[src/rtl/mips_multi_ctrl.sv]
// Main control FSM for the multicycle MIPS core: sequences fetch, decode,
// execute, memory and write-back over the shared datapath, stalls on
// mem_ready, and is the only source of the PC enable.
module mips_multi_ctrl #(
   parameter int unsigned OPW  = 6,
   parameter int unsigned SW_W = 4
) (
   input  logic            clk,
   input  logic            reset,
   input  logic [OPW-1:0]  opcode,
   input  logic            zero,
   input  logic            mem_ready,
   output logic            pc_en,
   output logic            iord,
   output logic            mem_read,
   output logic            mem_write,
   output logic            ir_write,
   output logic            reg_dst,
   output logic            mem_to_reg,
   output logic            reg_write,
   output logic            alu_src_a,
   output logic [1:0]      alu_src_b,
   output logic [1:0]      alu_op,
   output logic [1:0]      pc_src,
   output logic            illegal,
   output logic [SW_W-1:0] state
);

   localparam logic [OPW-1:0] OP_RTYPE = OPW'(6'b000000);
   localparam logic [OPW-1:0] OP_LW    = OPW'(6'b100011);
   localparam logic [OPW-1:0] OP_SW    = OPW'(6'b101011);
   localparam logic [OPW-1:0] OP_BEQ   = OPW'(6'b000100);
   localparam logic [OPW-1:0] OP_ADDI  = OPW'(6'b001000);
   localparam logic [OPW-1:0] OP_J     = OPW'(6'b000010);

   typedef enum logic [SW_W-1:0] {
      S_FETCH  = SW_W'(0),
      S_DECODE = SW_W'(1),
      S_MEMADR = SW_W'(2),
      S_MEMRD  = SW_W'(3),
      S_MEMWB  = SW_W'(4),
      S_MEMWR  = SW_W'(5),
      S_RTEX   = SW_W'(6),
      S_RTWB   = SW_W'(7),
      S_BEQEX  = SW_W'(8),
      S_ADDIEX = SW_W'(9),
      S_ADDIWB = SW_W'(10),
      S_JEX    = SW_W'(11)
   } state_t;

   state_t r_state;
   state_t w_dec_state;
   logic   w_op_legal;

   assign w_op_legal = (opcode == OP_RTYPE) || (opcode == OP_LW)   ||
                       (opcode == OP_SW)    || (opcode == OP_BEQ)  ||
                       (opcode == OP_ADDI)  || (opcode == OP_J);

   assign state = r_state;

   // State sequencing; memory states hold until mem_ready, stray codes recover to FETCH
   always_ff @(posedge clk) begin
      if (reset) begin
         r_state <= S_FETCH;
      end else begin
         case (r_state)
            S_FETCH:  if (mem_ready) r_state <= S_DECODE;
            S_DECODE: begin
               case (opcode)
                  OP_LW, OP_SW: r_state <= S_MEMADR;
                  OP_RTYPE:     r_state <= S_RTEX;
                  OP_BEQ:       r_state <= S_BEQEX;
                  OP_ADDI:      r_state <= S_ADDIEX;
                  OP_J:         r_state <= S_JEX;
                  default:      r_state <= S_FETCH;
               endcase
            end
            S_MEMADR: r_state <= (opcode == OP_SW) ? S_MEMWR : S_MEMRD;
            S_MEMRD:  if (mem_ready) r_state <= S_MEMWB;
            S_MEMWB:  r_state <= S_FETCH;
            S_MEMWR:  if (mem_ready) r_state <= S_FETCH;
            S_RTEX:   r_state <= S_RTWB;
            S_RTWB:   r_state <= S_FETCH;
            S_BEQEX:  r_state <= S_FETCH;
            S_ADDIEX: r_state <= S_ADDIWB;
            S_ADDIWB: r_state <= S_FETCH;
            S_JEX:    r_state <= S_FETCH;
            default:  r_state <= S_FETCH;
         endcase
      end
   end

   // Moore decode of datapath controls; handshake/zero gating is same-cycle so
   // the PC and IR update on the edge that completes the access or branch
   always_comb begin
      pc_en       = 1'b0;
      iord        = 1'b0;
      mem_read    = 1'b0;
      mem_write   = 1'b0;
      ir_write    = 1'b0;
      reg_dst     = 1'b0;
      mem_to_reg  = 1'b0;
      reg_write   = 1'b0;
      alu_src_a   = 1'b0;
      alu_src_b   = 2'b00;
      alu_op      = 2'b00;
      pc_src      = 2'b00;
      illegal     = 1'b0;
      w_dec_state = reset ? S_FETCH : r_state;
      case (w_dec_state)
         S_FETCH: begin
            mem_read  = 1'b1;
            alu_src_b = 2'b01;
            pc_en     = mem_ready;
            ir_write  = mem_ready;
         end
         S_DECODE: begin
            alu_src_b = 2'b11;
            illegal   = ~w_op_legal;
         end
         S_MEMADR: begin
            alu_src_a = 1'b1;
            alu_src_b = 2'b10;
         end
         S_MEMRD: begin
            iord     = 1'b1;
            mem_read = 1'b1;
         end
         S_MEMWB: begin
            reg_write  = 1'b1;
            mem_to_reg = 1'b1;
         end
         S_MEMWR: begin
            iord      = 1'b1;
            mem_write = 1'b1;
         end
         S_RTEX: begin
            alu_src_a = 1'b1;
            alu_op    = 2'b10;
         end
         S_RTWB: begin
            reg_write = 1'b1;
            reg_dst   = 1'b1;
         end
         S_BEQEX: begin
            alu_src_a = 1'b1;
            alu_op    = 2'b01;
            pc_src    = 2'b01;
            pc_en     = zero;
         end
         S_ADDIEX: begin
            alu_src_a = 1'b1;
            alu_src_b = 2'b10;
         end
         S_ADDIWB: begin
            reg_write = 1'b1;
         end
         S_JEX: begin
            pc_src = 2'b10;
            pc_en  = 1'b1;
         end
         default: ;
      endcase
      // Reset suppresses every side effect so no pending access completes
      if (reset) begin
         pc_en     = 1'b0;
         ir_write  = 1'b0;
         reg_write = 1'b0;
         mem_write = 1'b0;
         mem_read  = 1'b0;
         illegal   = 1'b0;
      end
   end

endmodule

[config.mk]
export PLATFORM = sky130hd
export DESIGN_NAME = mips_multi_ctrl
export DESIGN_NICKNAME = d
export VERILOG_FILES = /design/src/rtl/mips_multi_ctrl.sv
export SDC_FILE = /design/constraint.sdc
export NUM_CORES = 1
export LEC_CHECK = 0
export CORE_MARGIN = 1
export CORE_UTILIZATION = 42
export DETAILED_ROUTE_END_ITERATION = 7
export PLACE_DENSITY = 0.87
export SLEW_MARGIN = 5
export SYNTH_ARGS = -nofsm -noshare
export SYNTH_HDL_FRONTEND = slang
export SYNTH_SLANG_ARGS = --single-unit
[constraint.sdc]
create_clock -name clk -period 2.3 [get_ports clk]
set_input_delay 0.345 -clock clk [delete_from_list [all_inputs] [get_ports clk]]
set_output_delay 0.345 -clock clk [all_outputs]
set_load 0.02 [all_outputs]
# == After elaboration in Yosys (flattened, before gate mapping) ==
# Cells that the tools add are included.
# totals
ff_bits,4
input_bits,10
elab_cells,68
# classes
eq_ne,25
n_mux,26
bitwise,1
reduce_logical,15
# op_table
op,n
$pmux 4 s7,1
$eq 4x3->1 const B,6
$eq 4x4->1 const B,5
$pmux 4 s5,1
$eq 4x2->1 const B,4
$mux 4,4
$mux 1,15
$eq 6x6->1 const B,2
$eq 4x1->1 const B,2
$logic_not 4->1,2
$pmux 2 s2,2
$reduce_or 2->1,4
$eq 6x2->1 const B,1
$eq 6x3->1 const B,1
$eq 6x4->1 const B,1
$logic_not 6->1,1
$ne 2x2->1 const B,3
$pmux 2 s3,1
$logic_or 1x1->1,5
$reduce_or 4->1,1
$mux 3,1
$pmux 1 s3,1
$reduce_and 3->1,1
$reduce_or 3->1,1
$not 1->1,1

# == Logic depth before layout (Yosys ltp) ==
# Gate-level depths: netlist of the first run.
# depth
ltp_word,9
ltp_mapped,5
mapped_depth_nobuf,4

# == Least setup slack after synthesis of the first run ==
# No wires, ideal clock.
# synth_timing
path_kind,flip-flop to output port
from,register r_state[2] (netlist: state[2])
to,output port pc_en
arrival_ns,1.702
path_slack_ns,0.253
stages_incl_launch_ff,6
n_path_buf,1
cell_sequence,dfxtp_1 > buf_2 > or3b_1 > nor3_2 > a2bb2oi_1 > nor2_1
# synth_via
elab_chain_len,4
elab_cells_between_ends,6
cone_classes,2 x eq/ne; 3 x mux; 1 x reduce/logical
# synth_rtl
element,line,text
start: declaration,51,state_t r_state;
start signal: assignment,78,S_MEMADR: r_state <= (opcode == OP_SW) ? S_MEMWR : S_MEMRD;
$mux 4 (*),109,w_dec_state = reset ? S_FETCH : r_state;
$eq 4x4->1 / $logic_not 4->1 (equally long branches),110,case (w_dec_state)
$pmux 1 s3 (*),110,
$mux 1 (*),165,if (reset) begin
end: declaration,13,"output logic pc_en,"
# Mark *: on every way between the ends. The rest lies on a longest branch, timed or not.

# == Worst setup path after layout of the first run ==
# layout_timing
from,input port reset
to,output port alu_op[1]
# layout_via
elab_chain_len,3
elab_cells_between_ends,4
cone_classes,2 x eq/ne; 2 x mux
# layout_rtl
element,line,text
start: declaration,9,"input logic reset,"
$mux 4 (*),109,
$eq 4x4->1 / $eq 4x3->1 (equally long branches),110,
$pmux 2 s2 (*),110,
end: declaration,23,"output logic [1:0] alu_op,"
# Marked as above.

==> results of run 1 <==
-- layout by cell type (no fill, tap or decap), types with 2 or more instances in the layout --
cell type / n
nand2_1: 8
or3_1: 2
dlymetal6s2s_1: 5
nor3_1: 4
dfxtp_2: 2
inv_1: 3
dlygate4sd2_1: 4
dfxtp_1: 2
nor3_2: 2
nor2_1: 7
nor4_1: 5
o21ai_0: 2
xor2_1: 3
nor4_2: 2
buf_4: 16
nand3_1: 2
o21ai_1: 3
and3_1: 2
a21oi_1: 4
clkdlybuf4s50_1: 20
a31oi_1: 2
clkbuf_4: 3
-- synth_stat cells, drive strengths merged --
master and number:
or4 1, nand2b 1, a32oi 1, nand3 2, or3 2, o31ai 1
nor4 7, clkinv 1, nor2 7, a221o 1, o22ai 1, o311ai 1
and4b 1, buf 7, o21ba 1, xor2 3, nor3 6, a31oi 2
clkbuf 1, a21oi 4, a211oi 2, dfxtp 4, or2b 1, and3 2
a2bb2oi 1, xnor2 1, or2 2, o21ai 6, nor4b 1, nand3b 1
or3b 1, inv 4, o21bai 1, nand2 8, o21a 1
-- where the power goes --
part | leakage [uW] | switching (uW) | internal [uW]
Clock | 0.0000138 | 34.7 | 58.8
Sequential | 0.0000336 | 10.8 | 75.9
Combinational | 0.000446 | 116 | 101
-- worst paths after layout --
| check | from | to | slack [ns] | depth (start not counted) |
|---|---|---|---|---|
| worst max-delay path | reset | alu_op[1] | 0.05 | 4 |
| worst min-delay path | state[2]$_SDFFE_PP0P_ | state[2]$_SDFFE_PP0P_ | 0.70 | 3 |
| worst max register to register | state[1]$_SDFFE_PP0P_ | state[1]$_SDFFE_PP0P_ | 0.75 | 5 |
| worst min register to register | state[2]$_SDFFE_PP0P_ | state[2]$_SDFFE_PP0P_ | 0.70 | 3 |
-- critical path, delay by kind of cell --
family                 cells  cell delay, ns
buffers and inverters      3            1.31
and+or+nand+nor            1            0.25
-- cell families (layout without fill, tap and decap cells) --
kind of cell	Yosys count	in the layout	synth area share
simple gates	43	43	0.433
xor+xnor	4	4	0.0592
compound gates	23	23	0.273
buf+inv	13	53	0.0993
flops	4	4	0.135
-- through the flow --
stage / power (uW) / cells / instance area (um^2) / setup TNS [ns]
finish: 397 / 142 / 1020 / 0
global route: 428 / 142 / 1020 / -0.0112
CTS: 397 / 142 / 1000 / -0.0664
detailed placement: 309 / 139 / 981 / -0.269
global placement: 305 / 139 / 981 / -0.167
floorplan: 214 / 87 / 592 / 0
-- repair_timing --
item,4_1_cts,5_1_grt
endpoints found under the setup margin,7,6
endpoints found under the hold margin,0,0
resized for setup,5,7
-- area by class of cell --
class / count / area [um^2] / share of cell area
Multi-Input combinational cell: 70 / 459 / 0.450
Timing Repair Buffer: 45 / 418 / 0.410
Sequential cell: 4 / 82.6 / 0.0810
Clock buffer: 3 / 22.5 / 0.0221
Inverter: 5 / 18.8 / 0.0184
Tap cell: 15 / 18.8 / 0.0184
-- routing by layer --
metal	wire length, um	part of all wire
met4	13	0.0071
met1	739	0.40
met5	0	0
met2	950	0.52
met3	122	0.067
==> results.md, run 1 <==
- # IOs: 30
- Fillers: 96
- Hold-fix buffers, CTS: 0
- Total grt overflow: 0
- Leading area contributor after synthesis: dfxtp_1
- Core footprint: 1300 um^2
- Routability congestion estimate from global placement: 0.871
- Crit-path max cell delay: 0.60 ns
- Worst-path clk slew: 0.04 ns
- Area Overhead vs Synth: 72.3%
- Arrival time at the worst endpoint: 1.91 ns
- Drc violations: 0
- DR pass1 iterations: 4
- Setup Skew: 0.00397 ns
- Global-route wire length before repair: 2940 um
- Total CTS buffers: 3
- Nets: 139
- Minimum clock period: 2.25 ns
- Final Cycle Share: 0.978
- H-tree Lvls: 1
- Max FO, Critical Path: 14
- Antenna Violating Nets Remaining: 0
- Most frequent CP cell: clkdlybuf4s50_1
- Clock tree buffer depth: 2
- Endpoints failing hold: 0
- Number of global-route vias before repair: 702
- Grt peak-use layer: met2
- Ant diodes: 0
- Startpoint Class: primary input
- Synth top area share: 0.135
- Max IR drop VDD: 0.291 mV
- Largest net degree at the start of global routing: 15
- Max Cap Viol: 0
- Crit path max-delay cell type: clkdlybuf4s50_1
- Peak Freq: 0.444 GHz
- Fraction of layout cells with a size suffix above 1: 0.252
- Final wirelength: 1830 um
- WL/cell: 12.9 um
- DP HPWL: 1410 um
- Clock Latency Late Sink: 0.24 ns
- Crit end category: output port
- Critical path class: in -> out
- Antenna violations before repair: 0
- Die ar.: 1560 um^2
- GRT met2 Usage: 0.553
- Die Wd: 39.5 um
- Overall Global Routing Usage: 0.277
- # setup viols final: 0
- Routed via count: 835
- Warnings, synthesis: 0
- Static leakage: 0.000493 uW
- Setup WS pre-CTS: -0.125 ns
- Clock Tree Root: clkbuf_4
- Max reg flops: 4
- CTS tree: built
- Slew HR: 0.772
- Synthesized Nets: 97
- DRT iter0 DRCs: 16
- Crit-path cells: clkdlybuf4s50_1 -> buf_4 -> and4b_1 -> clkdlybuf4s50_1
- GR met1 Demand/Resource: 0.280
- IO Port Bufs: 29
- HP Class: reg -> reg
- RSZ-0062 raised after global routing: true
- Setup bufs post-CTS: 0
- Met3 GRT Util: 0.0511
- Initial core utilization: 0.455
- Vias/cell: 5.88
- Post-Syn Area: 592 um^2
- Seq/Total Area, Yosys: 0.135
- Worst path required time: 1.96 ns
- Final Util: 0.784
- # rows: 13
- Status: complete, no violations
- Clock tree sinks: 4
- Setup WS post-layout: 0.0498 ns
- Final count of pins violating max slew: 0
- Syn Area/Cell: 6.80 um^2
- Height of the die: 39.5 um
- Synth Instances: 87
- Cell variety after synth: 44
- WHS: 0.704 ns
- Number of synthesized register bits: 4
- PwrDens: 390 nW/um^2
- Slew of the pin with the lowest slew margin: 0.338 ns
- Top cells by area, synth: dfxtp_1 14%, nor4_1 6.3%, nand2_1 5.1%
Power figures use the tool's default switching activity.
==> run 2: changes to the inputs <==
==> constraint.sdc (replaced) <==
create_clock -name clk -period 2.3 [get_ports clk]
set_input_delay 0.345 -clock clk [delete_from_list [all_inputs] [get_ports clk]]
set_output_delay 0.345 -clock clk [all_outputs]
set_load 0.05 [all_outputs]
==> run 2 against run 1 <==
Compared with the run above:
- critical path depth increased by 1
- cell area rose by 15%
- first-iteration DRC count up 63%
==> results.md, run 2 (synthesis results as in run 1) <==
- Global-route wire length before repair: 3240 um (was 2940 um)
- Max IR drop VDD: 0.349 mV (was 0.291 mV)
- DR pass1 iterations: 4 (unchanged)
- Hold-fix buffers, CTS: 0 (unchanged)
- Core footprint: 1300 um^2 (unchanged)
- Max reg flops: 4 (unchanged)
- Antenna violations before repair: 0 (unchanged)
- Startpoint Class: primary input (unchanged)
- Largest net degree at the start of global routing: 22 (was 15)
- Height of the die: 39.5 um (unchanged)
- CTS tree: built (unchanged)
- Terminus of the critical flop-to-flop path: state[1]$_SDFFE_PP0P_ (unchanged)
- Max Cap Viol: 0 (unchanged)
- Routed via count: 845 (was 835)
- WL/cell: 15.9 um (was 12.9 um)
- Most common cell after layout, fill and taps aside: buf_12 (was clkdlybuf4s50_1)
- Critical path class: in -> out (unchanged)
- Crit-path max cell delay: 0.56 ns (was 0.60 ns)
- Seq. cell area: 86.3 um^2 (was 82.6 um^2)
- # rows: 13 (unchanged)
- Crit end category: output port (unchanged)
- Clock tree sinks: 4 (unchanged)
- Final Cycle Share: 0.944 (was 0.978)
- DRT iter0 DRCs: 26 (was 16)
- Slew HR: 0.670 (was 0.772)
- Most frequent cells in the layout: 16 x buf_12, 13 x clkdlybuf4s50_1, 8 x nand2_1 (was 20 x clkdlybuf4s50_1, 16 x buf_4, 8 x nand2_1)
- # IOs: 30 (unchanged)
- Status: complete, no violations (unchanged)
- Ant diodes: 0 (unchanged)
- Worst path required time: 1.96 ns (about the same)
- R2r setup slk: 0.71 ns (was 0.75 ns)
- Crit path max-delay cell type: or4_4 (was clkdlybuf4s50_1)
- Initial core utilization: 0.455 (unchanged)
- Final wirelength: 2100 um (was 1830 um)
- R2R Path Start: state[0]$_SDFFE_PP0P_ (was state[1]$_SDFFE_PP0P_)
- Fillers: 60 (was 96)
- Routability congestion estimate from global placement: 0.835 (was 0.871)
- Max FO, Critical Path: 5 (was 14)
- Nets: 128 (was 139)
- Slew of the pin with the lowest slew margin: 0.494 ns (was 0.338 ns)
- Drc violations: 0 (unchanged)
- Die ar.: 1560 um^2 (unchanged)
- CTS resizes: 0 (was 5)
- Final count of pins violating max slew: 0 (unchanged)
- IO Port Bufs: 29 (unchanged)
- Vias/cell: 6.40 (was 5.88)
- # setup viols final: 0 (unchanged)
- Clock Latency Late Sink: 0.24 ns (about the same)
- Setup Skew: 0.00862 ns (was 0.00397 ns)
- Static leakage: 0.000424 uW (was 0.000493 uW)
- Multi-input gate area: 532 um^2 (was 459 um^2)
- Peak Freq: 0.461 GHz (was 0.444 GHz)
- H-tree Lvls: 1 (unchanged)
- Die Wd: 39.5 um (unchanged)
- HP Class: reg -> reg (unchanged)
- Overall Global Routing Usage: 0.302 (was 0.277)
- Number of global-route vias before repair: 716 (was 702)
- Pwr Total: 514 uW (was 397 uW)
- Clock Tree Root: clkbuf_4 (unchanged)
- Area Overhead vs Synth: 97.7% (was 72.3%)
- Crit-path cells: clkdlybuf4s50_1 -> or4_4 -> a21oi_1 -> nor3_2 -> buf_12 (was clkdlybuf4s50_1 -> buf_4 -> and4b_1 -> clkdlybuf4s50_1)
- PwrDens: 439 nW/um^2 (was 390 nW/um^2)
- Minimum clock period: 2.17 ns (was 2.25 ns)
- Fraction of layout cells with a size suffix above 1: 0.393 (was 0.252)
- Total grt overflow: 0 (unchanged)
- RSZ-0062 raised after global routing: false (was true)
- Cells on worst reg2reg path: 5 (unchanged)
- Endpoints failing hold: 0 (unchanged)
- Arrival time at the worst endpoint: 1.83 ns (was 1.91 ns)
- Hold Crit Endpoint: state[2]$_SDFFE_PP0P_ (unchanged)
- DP HPWL: 1560 um (was 1410 um)
- Aggregate negative setup slack: 0 ns (unchanged)
- Worst hold start: state[2]$_SDFFE_PP0P_ (unchanged)
- Setup bufs post-CTS: 0 (unchanged)
- Hold Crit Depth: 2 (was 3)
- Final Util: 0.899 (was 0.784)
- Total CTS buffers: 3 (unchanged)
- Clock tree buffer depth: 2 (unchanged)
- Worst-path clk slew: 0.05 ns (was 0.04 ns)
- Antenna Violating Nets Remaining: 0 (unchanged)
## run 2: cell types whose count changed in the layout (fill, tap and decap cells not counted), sizes merged
cell,change
clkdlybuf4s50,-7
buf,+5
dlymetal6s2s,-5
dlygate4sd2,-4
clkbuf,+1
## run 2: metrics by stage
| stage | std cells | setup WS [ns] | hold slack, ns | instance area (um^2) |
|---|---|---|---|---|
| 2_1_floorplan | 87 | -0.198 | 0.585 | 673 |
| 3_3_place_gp | 128 | 0.167 | 0.596 | 1140 |
| 3_5_place_dp | 128 | 0.131 | 0.603 | 1140 |
| 4_1_cts | 132 | 0.120 | 0.632 | 1160 |
| 5_1_grt | 132 | 0.0651 | 0.655 | 1170 |
| 6_report | 132 | 0.130 | 0.628 | 1170 |
## run 2: critical path: cells and delay by family
kind / cells / cell delay (ns)
buffers and inverters: 2 / 0.65
AND/OR/NAND/NOR: 2 / 0.65
AO/OA/AOI/OAI: 1 / 0.17
## run 2: area by class of cell
| class | instances | share of cell area |
|---|---|---|
| Tap cell | 15 | 0.0160 |
| Sequential cell | 4 | 0.0738 |
| Clock buffer | 4 | 0.0225 |
| Multi-Input combinational cell | 70 | 0.455 |
| Inverter | 5 | 0.0160 |
| Timing Repair Buffer | 34 | 0.417 |
## run 2: how the worst max path moves through the flow
| stage | from | endpoint | slack [ns] | cells past startpoint |
|---|---|---|---|---|
| 2_1_floorplan | state[0]$_SDFFE_PP0P_ | iord | -0.20 | 2 |
| 3_3_place_gp | opcode[1] | illegal | 0.17 | 5 |
| 3_5_place_dp | opcode[1] | illegal | 0.13 | 5 |
| 4_1_cts | opcode[1] | illegal | 0.12 | 5 |
| 5_1_grt | state[3]$_SDFFE_PP0P_ | pc_en | 0.07 | 5 |
| 6_report | opcode[0] | illegal | 0.13 | 5 |
## run 2: power by group
part	switching (uW)	internal, uW
clock network	33.6	65.4
logic	188	136
registers	16.0	74.9
total	238	276
## run 2: routing by layer
metal	vias to the layer above	wire length, um	track usage
met5	-	0	0
met4	0	42	0.103
met3	6	146	0.0341
met2	49	1090	0.529
met1	406	826	0.374
li1	384	-	-
==> run 3: changes to the inputs <==
--- a/config.mk
+++ b/config.mk
@@ -9,7 +9,7 @@
 export CORE_UTILIZATION = 42
 export DETAILED_ROUTE_END_ITERATION = 7
 export PLACE_DENSITY = 0.87
-export SLEW_MARGIN = 5
+export SLEW_MARGIN = 0
 export SYNTH_ARGS = -nofsm -noshare
 export SYNTH_HDL_FRONTEND = slang
 export SYNTH_SLANG_ARGS = --single-unit
==> results of run 3 <==
No change in the layout: final DEF, timing and power equal those of run 2.
